[src/rtl/hazard_controller.sv]
// hazard_controller: forwarding selects, load-use stall and taken-branch flush for a 5-stage pipeline.
// Optional statistics counters are enabled by defining HAZARD_STATS_EN.
module hazard_controller #(
  parameter int REG_W = 3
`ifdef HAZARD_STATS_EN
  , parameter int CNT_W = 16
`endif
) (
  input  logic             clk,
  input  logic             reset,
  input  logic [3:0]       id_op,
  input  logic [REG_W-1:0] id_rs,
  input  logic [REG_W-1:0] id_rt,
  input  logic             ex_reg_write,
  input  logic             ex_mem_read,
  input  logic [REG_W-1:0] ex_rd,
  input  logic             mem_reg_write,
  input  logic [REG_W-1:0] mem_rd,
  input  logic             br_resolve,
  input  logic             br_taken,
  output logic [1:0]       fwd_a,
  output logic [1:0]       fwd_b,
  output logic             pc_en,
  output logic             if_id_en,
  output logic             if_id_flush,
  output logic             id_ex_bubble,
  output logic [1:0]       state
`ifdef HAZARD_STATS_EN
  , output logic [CNT_W-1:0] stall_cnt
  , output logic [CNT_W-1:0] flush_cnt
`endif
);
  localparam logic [3:0] OP_R = 4'h0, OP_SW = 4'h4, OP_BEQ = 4'h5, OP_BNE = 4'h6;
  typedef enum logic [1:0] {RUN = 2'b00, LD_STALL = 2'b01, BR_FLUSH = 2'b10} state_t;
  state_t st;
  logic uses_rt, a_ex, a_mem, b_ex, b_mem, hz, br, stall;
  always_comb begin
    uses_rt = id_op inside {OP_R, OP_SW, OP_BEQ, OP_BNE};
    a_ex = |id_rs && id_rs == ex_rd && ex_reg_write && !ex_mem_read;
    a_mem = |id_rs && id_rs == mem_rd && mem_reg_write;
    b_ex = uses_rt && |id_rt && id_rt == ex_rd && ex_reg_write && !ex_mem_read;
    b_mem = uses_rt && |id_rt && id_rt == mem_rd && mem_reg_write;
    hz = st != LD_STALL && ex_mem_read && |ex_rd &&
         (ex_rd == id_rs || (uses_rt && ex_rd == id_rt));
    // A branch cannot resolve from the squashed slot, so a flush never repeats back to back
    br = st != BR_FLUSH && br_resolve && br_taken;
    stall = hz && !br && !reset;
    pc_en = !reset && !stall;
    if_id_en = !reset && !stall;
    if_id_flush = reset || br;
    id_ex_bubble = reset || br || stall;
    fwd_a = (reset || stall) ? 2'b00 : a_ex ? 2'b01 : a_mem ? 2'b10 : 2'b00;
    fwd_b = (reset || stall) ? 2'b00 : b_ex ? 2'b01 : b_mem ? 2'b10 : 2'b00;
  end
  assign state = st;
  always_ff @(posedge clk) begin
    if (reset) begin
      st <= RUN;
`ifdef HAZARD_STATS_EN
      stall_cnt <= '0;
      flush_cnt <= '0;
`endif
    end else begin
      st <= br ? BR_FLUSH : hz ? LD_STALL : RUN;
`ifdef HAZARD_STATS_EN
      if (stall && ~&stall_cnt) stall_cnt <= stall_cnt + CNT_W'(1);
      if (br && ~&flush_cnt) flush_cnt <= flush_cnt + CNT_W'(1);
`endif
    end
  end
endmodule

[config.mk]
export PLATFORM = sky130hd
export DESIGN_NAME = hazard_controller
export DESIGN_NICKNAME = d
export VERILOG_FILES = /design/src/rtl/hazard_controller.sv
export SDC_FILE = /design/constraint.sdc
export NUM_CORES = 1
export LEC_CHECK = 0
export CAP_MARGIN = 40
export CORE_UTILIZATION = 28
export CTS_BUF_LIST = sky130_fd_sc_hd__clkbuf_8
export DETAILED_ROUTE_END_ITERATION = 10
export PLACE_DENSITY = 0.76
export SLEW_MARGIN = 10
export SYNTH_ARGS = -nofsm -noshare
export SYNTH_HDL_FRONTEND = slang
export SYNTH_SLANG_ARGS = --single-unit
[constraint.sdc]
create_clock -name clk -period 2.2 [get_ports clk]
set_clock_uncertainty 0.1 [all_clocks]
set_input_delay 0.66 -clock clk [delete_from_list [all_inputs] [get_ports clk]]
set_output_delay 0.66 -clock clk [all_outputs]
set_load 0.01 [all_outputs]
Word level (Yosys, flattened, before mapping)
Cells that the tools add are included.
- eq/ne operators: 11
- reduce and logical (&&, ||, !) cells: 34
- multiplexer cells: 8
- operators with widths (kind ; count):
    logical AND 1 bit ; 20
    equality test 3 bit ; 6
    2-to-1 mux 2 bit ; 7
    equality test 4 x 3 -> 1 bit (second input constant) ; 3
    OR reduction 3 bit ; 3
    logical NOT 1 bit ; 4
    logical NOT 4 bit ; 1
    logical OR 1 bit ; 4
    nonzero test 4 bit ; 1
    != test 2 x 1 -> 1 bit (second input constant) ; 1
    != test 2 bit (second input constant) ; 1
    OR reduction 2 bit ; 1
    2-to-1 mux 1 bit ; 1
- bits of input ports: 23
- logic and storage cells: 55
- flip-flop bits (word level): 2
- output and inout port bits: 10

Logic depth before layout (Yosys ltp)
- word-level depth: 9
- gate-level depth with buffers: 5
- mapped depth without buffers: 4

Least setup slack after synthesis
Ideal clock, no wire load.
- path kind: in2out
- start point: input ex_rd[0]
- end point: output pc_en
- buffers on the path: 1
- slack: -160 ps
- data required time: 1440 ps
- arrival: 1600 ps
- stages: 4
- path through: o311ai_1 nor2b_1 a21oi_1 buf_4
- word-level cells in the longest chain between the ends: 8
- ends and longest elaborated chain (element ; line ; text):
    start: declaration ; 16 ; input logic [REG_W-1:0] ex_rd,
    equality test 3 bit ; 44 ; (ex_rd == id_rs || (uses_rt && ex_rd == id_rt));
    logical AND 1 bit ; 44 ;
    logical OR 1 bit ; 44 ;
    logical AND 1 bit * ; 43 ; hz = st != LD_STALL && ex_mem_read && |ex_rd &&
    logical AND 1 bit * (2 in a row) ; 47 ; stall = hz && !br && !reset;
    logical NOT 1 bit * ; -- ;
    logical AND 1 bit * ; -- ;
    end: declaration ; 23 ; output logic pc_en,
Mark *: on every way between the ends. The rest lies on a longest branch, timed or not.

Worst setup path after layout
- start point: input mem_rd[2]
- end point: output fwd_b[1]
- word-level cells in the longest chain between the ends: 6
- ends and longest elaborated chain (element ; line ; text):
    start: declaration ; 18 ; input logic [REG_W-1:0] mem_rd,
    equality test 3 bit ; 42 ; b_mem = uses_rt && |id_rt && id_rt == mem_rd && mem_reg_write;
    logical AND 1 bit (2 in a row) ; 42 ;
    2-to-1 mux 2 bit (3 in a row) ; 53 ; fwd_b = (reset || stall) ? 2'b00 : b_ex ? 2'b01 : b_mem ? 2'b10 : 2'b00;
    end: declaration ; 22 ; output logic [1:0] fwd_b,
Every way passes these cells.

==> flow_metrics.tcl <==
set metrics [dict create \
    core-area_um2 1190 \
    final_cell_mix "buf_6, buf_2, buf_4" \
    gr-total-overflow 0 \
    setup_slack_ns -0.442 \
    setup_viol 8 \
    place_congestion 0.737 \
    clockBufferDepth 2 \
    crit_fanout 2 \
    p_sw_uw 126 \
    syn_to_final_growth_pct 175 \
    via_per_inst 5.16 \
    synth.largest_area_cell "xnor2_1" \
    antenna_found_initial 0 \
    dp_hpwl_um 1010 \
    tightest_slew_ns 0.326 \
    timing.fmax_ghz 0.379 \
    vias 588 \
    totalWireLength_um 1870 \
    maxCapViolations 0 \
    clkLatencyLatePin_ns 0.22 \
    ys_top_cells_by_area "xnor2_1, xor2_1, dfxtp_1" \
    pwr_density_cell_nw_per_um2 375 \
    worstHoldPathType "register to register" \
    start_kind "input port" \
    grt_max_degree 6 \
    cts-root-buf "clkbuf_8" \
    ys_ff_latch 2 \
    dieArea_um2 1510 \
    final_common_cell "buf_6" \
    start_util_pct 32.1 \
    p_seq_share_pct 10.0 \
    dr.pass1.iters 2 \
    r2r_slack_ns 0.86 \
    drtIter0Drc 7 \
    sw_frac_of_total_pct 32.1 \
    status "finished with violations" \
    num_io_pins 33 \
    grt_pass1_vias 575 \
    grt_pass1_wl_um 2550 \
    cts_buffers 3 \
    period_needed_ns 2.64 \
    port_buffers 32 \
    synth_ff_type "dfxtp_1" \
    postSynthAreaPerCell_um2 7.46 \
    largest_register_ffs 2 \
    synth_nets 74 \
    yosysWarnings 0 \
    yosys.area.top_type_share_pct 13.8 \
    post-route-drc-count 0 \
    clkTransAtPathRegs_ns 0.03 \
    hold_viol 0 \
    synth_cells 51 \
    comb_power_share_pct 50.7 \
    synth_edf_count 0 \
    drive_gt1_share_pct 69.0 \
    power.total_uw 391 \
    hold-worst-slack_ns 0.583 \
    syn_area_um2 380 \
    ys_types 25 \
    htree_levels 1 \
    rows 12 \
    holdBufCountCts 0 \
    diodes 0 \
    rsz0062_at_grt "yes" \
    worst_setup_path_end_kind "output pin" \
    die_h_um 38.9 \
    drv_slew 0 \
    finalCritPeriodShare_pct 120 \
    synth_async_sr_flop_share_pct 0 \
    critPathKind "input port to output pin" \
    worst_ep_arrival_time_ns 1.88 \
    numClockSinks 2 \
    nets 125 \
    die_w_um 38.9 \
    p_leak_uw 0.000464 \
    cts_tree "built" \
    ant_nets 0 \
    yosysSeqAreaShare_pct 10.5 \
    wl_per_cell_um 16.4 \
    fin_setup_tns_ns -1.54 \
    internal_power_uw 266 \
    violations "negative setup slack" \
    post-place-ws_ns -1.18 \
    irDropWorstVdd_mv 0.360 \
    cp.required_ns 1.44 \
    grt.total_usage_pct 26.4 \
    maxSlewHeadroom_pct 78.2 \
    pwr-share-clk_pct 39.3 \
]
## layout make-up
class                           instances  area [µm²]
Clock buffer                            3        41.3
Tap cell                               14        17.5
Sequential cell                         2        40.0
Multi-Input combinational cell         46         524
Inverter                                2        7.51
Fill cell                              60         141
Timing Repair Buffer                   47         414
## critical path: stages
cell	delay, ns
buf_8	0.10
xor2_2	0.16
nor4_2	0.24
or3b_4	0.41
a211oi_2	0.16
buf_2	0.16
## repair_timing
action                                  CTS  global route
pin swaps                                22            11
endpoints found under the setup margin    8             8
setup buffers                             3             2
endpoints found under the hold margin     0             0
resized for setup                       141            21
## cells by family after synthesis
logic type	count (synthesis)	synth area share, %
and+or+nand+nor	25	39.5
DFF	2	10.5
AOI/OAI and AO/OA	10	20.7
buffers and inverters	3	3.95
xor gates and xnor gates	11	25.3
## power groups by stage
stage	Sequential, µW	Combinational (µW)	Clock, µW
2_1_floorplan	39.6	56.0	0
3_3_place_gp	39.2	139	0
3_5_place_dp	39.3	141	0
4_1_cts	39.1	170	157
5_1_grt	39.3	209	161
6_report	39.1	199	154
## routing by layer
layer / part of all wire [%] / global-route usage (%) / vias up
met1: 34 / 25.9 / 271
met4: 2.3 / 10.3 / 0
li1: - / - / 282
met2: 58 / 47.5 / 29
met3: 5.3 / 11.6 / 6
met5: 0 / 0 / -
## worst paths after layout
path / start / end / cells past startpoint
setup / recovery: mem_rd[2] / fwd_b[1] / 6
hold / removal: state[0] / state[0] / 3
setup reg to reg: state[1] / state[0] / 5
hold reg to reg: state[0] / state[0] / 3
## synth_stat cells, types with 2 or more instances
master,instances
xnor2_1,6
nor3_1,5
xor2_1,5
nor2_1,4
nor2b_1,4
nand2b_1,3
dfxtp_1,2
inv_1,2
nor3b_1,2
nor4_1,2
o211ai_1,2
## stage by stage
step / cell area, µm² / instances / util, %
floorplan: 397 / 51 / -
global placement: 802 / 106 / 67.6
detailed placement: 802 / 106 / 67.6
CTS: 952 / 112 / 80.3
global route: 1040 / 114 / 88.1
finish: 1040 / 114 / 88.1
(Power assumes the default switching activity.)
